`config.mk`:
```
export PLATFORM = sky130hd
export DESIGN_NAME = enemy_bullet_pool
export DESIGN_NICKNAME = d
export VERILOG_FILES = /design/src/rtl/enemy_bullet_pool.sv
export SDC_FILE = /design/constraint.sdc
export NUM_CORES = 1
export LEC_CHECK = 0
export ABC_AREA = 0
export CELL_PAD_IN_SITES_DETAIL_PLACEMENT = 0
export CELL_PAD_IN_SITES_GLOBAL_PLACEMENT = 1
export CORE_AREA = 2 2 176 178
export CTS_CLUSTER_DIAMETER = 120
export DETAILED_ROUTE_END_ITERATION = 12
export DIE_AREA = 0 0 178 180
export DONT_BUFFER_PORTS = 1
export PLACE_DENSITY_LB_ADDON = 0.05
export SKIP_LAST_GASP = 1
export SLEW_MARGIN = 15
export SYNTH_ARGS = -nofsm -noshare
export SYNTH_HDL_FRONTEND = slang
export SYNTH_SLANG_ARGS = --single-unit
```
`constraint.sdc`:
```
create_clock -name clk -period 8.4 [get_ports clk]
set_clock_uncertainty 0.2 [all_clocks]
set_input_delay 2.52 -clock clk [delete_from_list [all_inputs] [get_ports clk]]
set_output_delay 2.52 -clock clk [all_outputs]
set_load 0.02 [all_outputs]
```
`src/rtl/enemy_bullet_pool.sv`:
```
// Pool of N_CH independent enemy bullets: launch handshake, per-tick fall, off-screen retire, player hit.
// Optional FIRE_COOLDOWN_EN: a retired channel stays locked for COOLDOWN ticks before it can relaunch.
module enemy_bullet_pool #(
  parameter int N_CH     = 7,
  parameter int X_W      = 10,
  parameter int Y_W      = 9,
  parameter int SPEED    = 4,
  parameter int Y_MAX    = 480,
  parameter int HIT_W    = 16,
`ifdef FIRE_COOLDOWN_EN
  parameter int HIT_H    = 8,
  parameter int COOLDOWN = 15
`else
  parameter int HIT_H    = 8
`endif
) (
  input  logic                  clk,
  input  logic                  RST,
  input  logic                  tick,
  input  logic                  clear,
  input  logic [N_CH-1:0]       fire_req,
  output logic [N_CH-1:0]       fire_ack,
  input  logic [N_CH*X_W-1:0]   enemy_x,
  input  logic [N_CH*Y_W-1:0]   enemy_y,
  input  logic [X_W-1:0]        player_x,
  input  logic [Y_W-1:0]        player_y,
  output logic [N_CH-1:0]       active,
  output logic [N_CH*X_W-1:0]   bullet_x,
  output logic [N_CH*Y_W-1:0]   bullet_y,
  output logic                  hit,
  output logic [N_CH-1:0]       hit_mask
);

  typedef enum logic {IDLE = 1'b0, FLY = 1'b1} ch_state_e;

  localparam logic [Y_W:0]          SPEED_V = (Y_W+1)'(SPEED);
  localparam logic [Y_W:0]          Y_MAX_V = (Y_W+1)'(Y_MAX);
  localparam logic signed [X_W:0]   HIT_W_S = (X_W+1)'(HIT_W);
  localparam logic signed [Y_W+1:0] HIT_H_S = (Y_W+2)'(HIT_H);
`ifdef FIRE_COOLDOWN_EN
  localparam int              CD_W    = (COOLDOWN > 0) ? $clog2(COOLDOWN + 1) : 1;
  localparam logic [CD_W-1:0] CD_LOAD = CD_W'(COOLDOWN);
`endif

  logic [N_CH-1:0] hm_d_all;
  logic            hit_q;

  for (genvar i = 0; i < N_CH; i++) begin : g_ch
    ch_state_e              state_q, state_d;
    logic [X_W-1:0]         x_q, x_d;
    logic [Y_W-1:0]         y_q, y_d;
    logic                   ack_q, ack_d;
    logic                   hm_q, hm_d;
    logic [Y_W:0]           ny;
    logic signed [X_W:0]    dx;
    logic signed [Y_W+1:0]  dy;
    logic                   on_target;
    logic                   locked;
`ifdef FIRE_COOLDOWN_EN
    logic [CD_W-1:0]        cd_q, cd_d;
    assign locked = (cd_q != '0);
`else
    assign locked = 1'b0;
`endif

    // ny is one bit wider than y so a bullet near the bottom cannot wrap to the top
    assign ny        = {1'b0, y_q} + SPEED_V;
    assign dx        = $signed({1'b0, x_q}) - $signed({1'b0, player_x});
    assign dy        = $signed({1'b0, ny}) - $signed({2'b00, player_y});
    assign on_target = (dx <= HIT_W_S) && (dx >= -HIT_W_S) &&
                       (dy <= HIT_H_S) && (dy >= -HIT_H_S);

    always_comb begin
      state_d = state_q;
      x_d     = x_q;
      y_d     = y_q;
      ack_d   = 1'b0;
      hm_d    = 1'b0;
`ifdef FIRE_COOLDOWN_EN
      cd_d    = cd_q;
      if (tick && locked) cd_d = cd_q - CD_W'(1);
`endif
      if (clear) begin
        state_d = IDLE;
        x_d     = '0;
        y_d     = '0;
`ifdef FIRE_COOLDOWN_EN
        cd_d    = '0;
`endif
      end else if (state_q == IDLE) begin
        if (fire_req[i] && !locked) begin
          state_d = FLY;
          x_d     = enemy_x[i*X_W +: X_W];
          y_d     = enemy_y[i*Y_W +: Y_W];
          ack_d   = 1'b1;
        end
      end else if (tick) begin
        if ((ny >= Y_MAX_V) || on_target) begin
          state_d = IDLE;
          x_d     = '0;
          y_d     = '0;
          hm_d    = (ny < Y_MAX_V);
`ifdef FIRE_COOLDOWN_EN
          cd_d    = CD_LOAD;
`endif
        end else begin
          y_d = ny[Y_W-1:0];
        end
      end
    end

    always_ff @(posedge clk) begin
      if (RST) begin
        state_q <= IDLE;
        x_q     <= '0;
        y_q     <= '0;
        ack_q   <= 1'b0;
        hm_q    <= 1'b0;
`ifdef FIRE_COOLDOWN_EN
        cd_q    <= '0;
`endif
      end else begin
        state_q <= state_d;
        x_q     <= x_d;
        y_q     <= y_d;
        ack_q   <= ack_d;
        hm_q    <= hm_d;
`ifdef FIRE_COOLDOWN_EN
        cd_q    <= cd_d;
`endif
      end
    end

    assign hm_d_all[i]              = hm_d;
    assign active[i]                = (state_q == FLY);
    assign fire_ack[i]              = ack_q;
    assign hit_mask[i]              = hm_q;
    assign bullet_x[i*X_W +: X_W]   = x_q;
    assign bullet_y[i*Y_W +: Y_W]   = y_q;
  end

  always_ff @(posedge clk) begin
    if (RST) hit_q <= 1'b0;
    else     hit_q <= |hm_d_all;
  end

  assign hit = hit_q;

endmodule

```
# [After elaboration in Yosys (flattened, before gate mapping)]
# Index checks and enable logic that the tools add are counted.
[op_classes] addsub=21 magnitude_cmp=42 n_eq_ne=14 n_mux=112 n_reduce_logical=58
[op_table] operator="10-bit two-way mux" count=28
[op_table] operator="9-bit two-way mux" count=28
[op_table] operator="11-bit by 4-bit greater-or-equal comparator with 1-bit output (second input constant)" count=7
[op_table] operator="11-bit by 5-bit greater-or-equal comparator with 1-bit output (second input constant)" count=7
[op_table] operator="11-bit by 5-bit <= comparator with 1-bit output (second input constant)" count=7
[op_table] operator="11-bit by 6-bit <= comparator with 1-bit output (second input constant)" count=7
[op_table] operator="10-bit by 10-bit subtractor with 11-bit output" count=7
[op_table] operator="10-bit by 9-bit subtractor with 11-bit output" count=7
[op_table] operator="9-bit by 3-bit adder with 10-bit output (second input constant)" count=7
[op_table] operator="10-bit by 9-bit greater-or-equal comparator with 1-bit output (second input constant)" count=7
[op_table] operator="10-bit by 9-bit less-than comparator with 1-bit output (second input constant)" count=7
[op_table] operator="1-bit two-way mux" count=56
[op_table] operator="1-bit logical AND" count=21
[op_table] operator="3-bit AND reduction" count=7
[op_table] operator="3-bit OR reduction" count=7
[op_table] operator="2-bit by 1-bit inequality test with 1-bit output (second input constant)" count=7
[op_table] operator="2-bit inequality test (second input constant)" count=7
[op_table] operator="2-bit AND reduction" count=7
[op_table] operator="2-bit nonzero test" count=7
[op_table] operator="1-bit logical OR" count=7
[op_table] operator="7-bit OR reduction" count=1
[op_table] operator="2-bit OR reduction" count=1
[word_totals] register_bits=155 word_cells=283

# [Longest topological paths before layout]
[depth] depth_word=11 ltp_mapped=16

# [Worst setup path before layout]
# Ideal clock, no wire load.
[synth_path] kind="input port to flip-flop" start="input port player_x[1]" end="register g_ch[6].y_q[2]" setup_time_ns=0.128 arrival_time_ns=5.488 setup_slack_ns=2.584 path_stages=13 cell_sequence="inv_1 -> fa_1 -> a211oi_1 -> o21bai_1 -> a21oi_1 -> xor2_1 -> nand3_1 -> or4_1 -> a221o_2 -> and3_1 -> buf_6 -> a32oi_1 -> nor2_1"
[synth_between] elab_chain_cells=9 word_cells_on_any_way=10 cone_classes="add/sub (1); order compare (2); mux (3); reduce/logical (4)"
[synth_rtl] element="start: declaration" line="25" text="input logic [X_W-1:0] player_x,"
[synth_rtl] element="10-bit by 10-bit subtractor with 11-bit output *" line="68" text="assign dx = $signed({1'b0, x_q}) - $signed({1'b0, player_x});"
[synth_rtl] element="11-bit by 6-bit <= comparator with 1-bit output / 11-bit by 5-bit greater-or-equal comparator with 1-bit output (equally long branches)" line="70" text="assign on_target = (dx <= HIT_W_S) && (dx >= -HIT_W_S) &&"
[synth_rtl] element="1-bit logical AND * (2 in series)" line="70"
[synth_rtl] element="1-bit logical AND *" line="71" text="(dy <= HIT_H_S) && (dy >= -HIT_H_S);"
[synth_rtl] element="1-bit logical OR *" line="98" text="if ((ny >= Y_MAX_V) || on_target) begin"
[synth_rtl] element="9-bit two-way mux *" line="98"
[synth_rtl] element="9-bit two-way mux *" line="97" text="end else if (tick) begin"
[synth_rtl] element="9-bit two-way mux *" line="90" text="end else if (state_q == IDLE) begin"
[synth_rtl] element="end signal: assignment" line="125" text="y_q <= y_d;"
[synth_rtl] element="end: declaration" line="51" text="logic [Y_W-1:0] y_q, y_d;"
# Every way passes the cells marked *; elsewhere a longest branch is shown, timed or not. The select of a mux whose other input is x is not followed.
# A chain may end at the register's enable or synchronous reset.

# [Worst setup path after layout]
[layout_path] start="input port player_x[1]" end="register g_ch[3].x_q[1]"
[layout_between] elab_chain_cells=8 word_cells_on_any_way=9 cone_classes="add/sub (1); order compare (2); eq/ne (1); reduce/logical (5)"
[layout_rtl] element="10-bit by 10-bit subtractor with 11-bit output *" line="68"
[layout_rtl] element="11-bit by 6-bit <= comparator with 1-bit output / 11-bit by 5-bit greater-or-equal comparator with 1-bit output (equally long branches)" line="70"
[layout_rtl] element="1-bit logical AND * (2 in series)" line="70"
[layout_rtl] element="1-bit logical AND *" line="71"
[layout_rtl] element="1-bit logical OR *" line="98"
[layout_rtl] element="2-bit by 1-bit inequality test with 1-bit output (no source line) *"
[layout_rtl] element="3-bit AND reduction (no source line) *"
[layout_rtl] element="end signal: assignment" line="115" text="x_q <= '0;"
[layout_rtl] element="end signal: assignment" line="124" text="x_q <= x_d;"
[layout_rtl] element="end: declaration" line="50" text="logic [X_W-1:0] x_q, x_d;"
# Every way passes the cells marked *; elsewhere a longest branch is shown, timed or not.

==> run summary <==
outcome: finished clean
most frequent CP cell: nor2b_1
Final Max Slew Viols: 0
root buf cell: clkbuf_16
design area: 14,100 um^2
sequential area share after synthesis: 23.16%
DRC viols: 0
hold path start: g_ch[3].x_q[0]
post-synth top area share: 23.16%
Starting Density: 44.39%
Routed Antenna Nets: 0
Internal: 0.001349 W
Bufs on Longest Clock Path: 2
Die W: 178 um
cell area power density: 148.2 nW/um^2
switching share of power: 35.43%
Clock Latency Late Sink: 450 ps
fin crit share: 74.94%
sw power: 0.0007404 W
total CTS buffers: 17
RSZ-0062 raised after global routing: false
combinational fraction of design power: 23.8%
Synth area leaders: dfxtp_1 23%, ha_1 14%, a21oi_1 5.1%
Starting DRT DRC Count: 879
cell chain of the critical path: inv_1 -> ha_1 -> nor2b_1 -> o31ai_1 -> a211oi_1 -> o21ai_0 -> or3b_1 -> nor4_1 -> o22ai_1 -> nor2b_1 -> o21ai_1 -> a21oi_1
routability cong.: 0.8881
Area Overhead vs Synth: 5.257%
IO buf count: 0
row cnt: 64
delay-heaviest family, CP: compound AO/OA/AOI/OAI gates
I/O pin total: 318
DR WL/cell: 21.20 um
vias per inst: 6.069
Top FF cell, synth: dfxtp_1
All-Layer GR Usage: 27.24%
Die ar.: 32,040 um^2
Final min period: 6295 ps
Post-Synthesis Cells: 1,714
post-synthesis cell type count: 88
fill count: 3,009
first-pass GRT wire length: 67,950 um
DP HPWL: 34,190 um
CTS tree: built
worst-path maximum fanout: 14
Lkg Pwr: 5.867 nW
grt ovf: 0
Clk network pwr share: 36.2%
Post-CTS Resized: 0
CP arrival: 6380 ps
Yosys top cell by area: dfxtp_1
HP Class: reg2reg
ys async rst share: 0%
placed inst area: 13,540 um^2
CP Capture Type: register
Peak VDD IR: 0.0001350 V
crit path kind: in2reg
largest net degree at the start of global routing: 50
max cap viols: 0
FMAX: 0.1589 GHz
reg2reg path depth: 14
DR pass1 iterations: 5
initial antenna violation count: 5
slowest cell on the critical path: o21ai_1
worst reg-to-reg setup slack: 3710 ps
Slew @ Worst Pin: 1168 ps
layout cells sized above 1: 4.311%
H-tree depth: 4
Crit path buffers/inverters: 1
WL final: 43,860 um
Worst Hold Slack: 378.6 ps
setup TNS: 0 ps
clk sinks: 155
syn_nets: 2,031
Core Area: 30,190 um^2
Reg power frac: 40.1%
RR Endpoint: g_ch[2].x_q[0]
Worst Path Required: 8490 ps
Hold Crit Depth: 2
worst hold path endpoint: g_ch[3].x_q[0]
final setup fails: 0
syn_area_per_cell: 7.818 um^2
Rel. slew slack: 21.84%
number of synthesized register bits: 155
Die Y: 180 um
via count: 12,560
number of global-route vias before repair: 11,990
worst stage delay on the critical path: 820 ps
Mapped Area: 13,400 um^2
Final nets: 1,974
EDFF count, synth: 0
cts hold-fix bufs: 0
post-CTS setup buffers: 0
Hold Vio Cnt, Final: 0
Reg-to-Reg Start: g_ch[2].y_q[2]
Clk pin slew, worst setup/hold paths: 70 ps
yosys warns: 0
Startpoint Class: input port
## per-stage QoR
step                      std cells  setup WS (ps)  utilization (%)  total power [W]
after floorplan                1714           2584                -         0.001230
after global placement         2034           1742            44.86         0.001342
after detailed placement       2034           1625            44.86         0.001344
after CTS                      2066           2110            46.69         0.002104
after global routing           2067           1666            46.71         0.002205
final                          2069           2105            46.72         0.002090
## layout make-up
| class | instances | area (um^2) | share of cell area, % |
|---|---|---|---|
| Multi-Input combinational cell | 1405 | 9630 | 68.28 |
| Tap cell | 396 | 495.5 | 3.513 |
| Sequential cell | 155 | 3103 | 22.00 |
| Clock buffer | 17 | 425.4 | 3.016 |
| Timing Repair Buffer | 6 | 45.04 | 0.3193 |
| Clock inverter | 15 | 127.6 | 0.9048 |
| Inverter | 72 | 270.3 | 1.916 |
| Antenna cell | 3 | 7.507 | 0.05322 |
## cells in the final DEF (no fill, tap or decap), types with 11 or more instances in the layout
cell type / synthesis / final
nand2_1: 172 / 172
a31oi_1: 18 / 18
or3_1: 13 / 13
a32o_1: 12 / 12
a211oi_1: 24 / 23
nor3_1: 31 / 31
o21ai_0: 122 / 122
nor2b_1: 28 / 27
mux2i_1: 13 / 13
ha_1: 147 / 147
xor2_1: 54 / 54
a21oi_1: 136 / 136
nand3_1: 70 / 70
and3_1: 16 / 16
nand2b_1: 31 / 31
inv_1: 72 / 72
xnor2_1: 59 / 59
o21a_1: 29 / 29
dfxtp_1: 155 / 155
nor4_1: 13 / 13
nor2_1: 129 / 128
a22o_1: 26 / 26
o22ai_1: 11 / 11
a21o_1: 24 / 24
nand4_1: 12 / 12
clkbuf_16: 0 / 17
o211ai_1: 26 / 26
## power by group through the flow
stage                     sequential, W  combinational [W]  clock (W)
final                          0.000838           0.000496   0.000756
after global routing           0.000843           0.000560   0.000802
after CTS                      0.000838           0.000493   0.000774
after detailed placement       0.000855           0.000489          0
after global placement         0.000855           0.000487          0
after floorplan                0.000831           0.000399          0
## cell families (layout without fill, tap and decap cells)
logic type | after synthesis | in the layout | synth area share, %
AO/OA/AOI/OAI | 539 | 539 | 26.84
other | 0 | 3 | 0
AND/OR/NAND/NOR | 583 | 583 | 21.53
multiplexers | 16 | 16 | 1.223
XOR/XNOR | 113 | 113 | 7.386
flip-flops | 155 | 155 | 23.16
adder cells (fa/ha/maj) | 154 | 154 | 14.77
buffers and inverters | 154 | 110 | 5.089
## registers in the layout, indices dropped and copies added, names as in the netlist
name / cells
g_ch.state_q: 7
g_ch.y_q: 63
g_ch.ack_q: 7
g_ch.hm_q: 7
g_ch.x_q: 70
hit: 1
## how the worst max path moves through the flow
stage,end,depth (start not counted),start,slack [ps]
after floorplan,g_ch[6].y_q[2],13,player_x[1],2580
after global placement,g_ch[3].state_q,12,player_x[1],1740
after detailed placement,g_ch[3].x_q[1],12,player_x[1],1630
after CTS,g_ch[3].x_q[1],12,player_x[1],2110
after global routing,g_ch[3].x_q[3],12,player_x[1],1670
final,g_ch[3].x_q[1],12,player_x[1],2110
## routing by layer
metal  GRT usage [%]  part of all wire [%]
met1           35.29                    44
met2           43.72                    46
met3           7.635                   8.3
met5               0                 0.066
met4           8.262                   2.1
## synthesized netlist by cell type (7+ instances only)
cell	instances
clkbuf_1	50
a32o_1	12
a21oi_1	136
a31oi_1	18
a2bb2oi_1	9
dfxtp_1	155
o21a_1	29
or3_1	13
nand3_1	70
a2111oi_0	8
and3_1	16
nor3_1	31
o211ai_1	26
nand4_1	12
nor2b_1	28
ha_1	147
nor4_1	13
fa_1	7
nand3b_1	7
mux2i_1	13
buf_4	21
or2_2	9
o21ai_0	122
a22o_1	26
a211o_1	7
buf_2	8
nand2b_1	31
nor2_1	129
inv_1	72
xor2_1	54
a22oi_1	7
a21o_1	24
nand2_1	172
o22ai_1	11
and2_1	8
a211oi_1	24
xnor2_1	59
## worst min-delay path, cell delays in order, from the launching register on
cell	delay [ps]
dfxtp_1	390
nand2_1	90
a21oi_1	60
No activity file was read; power rests on OpenSTA's default activity.
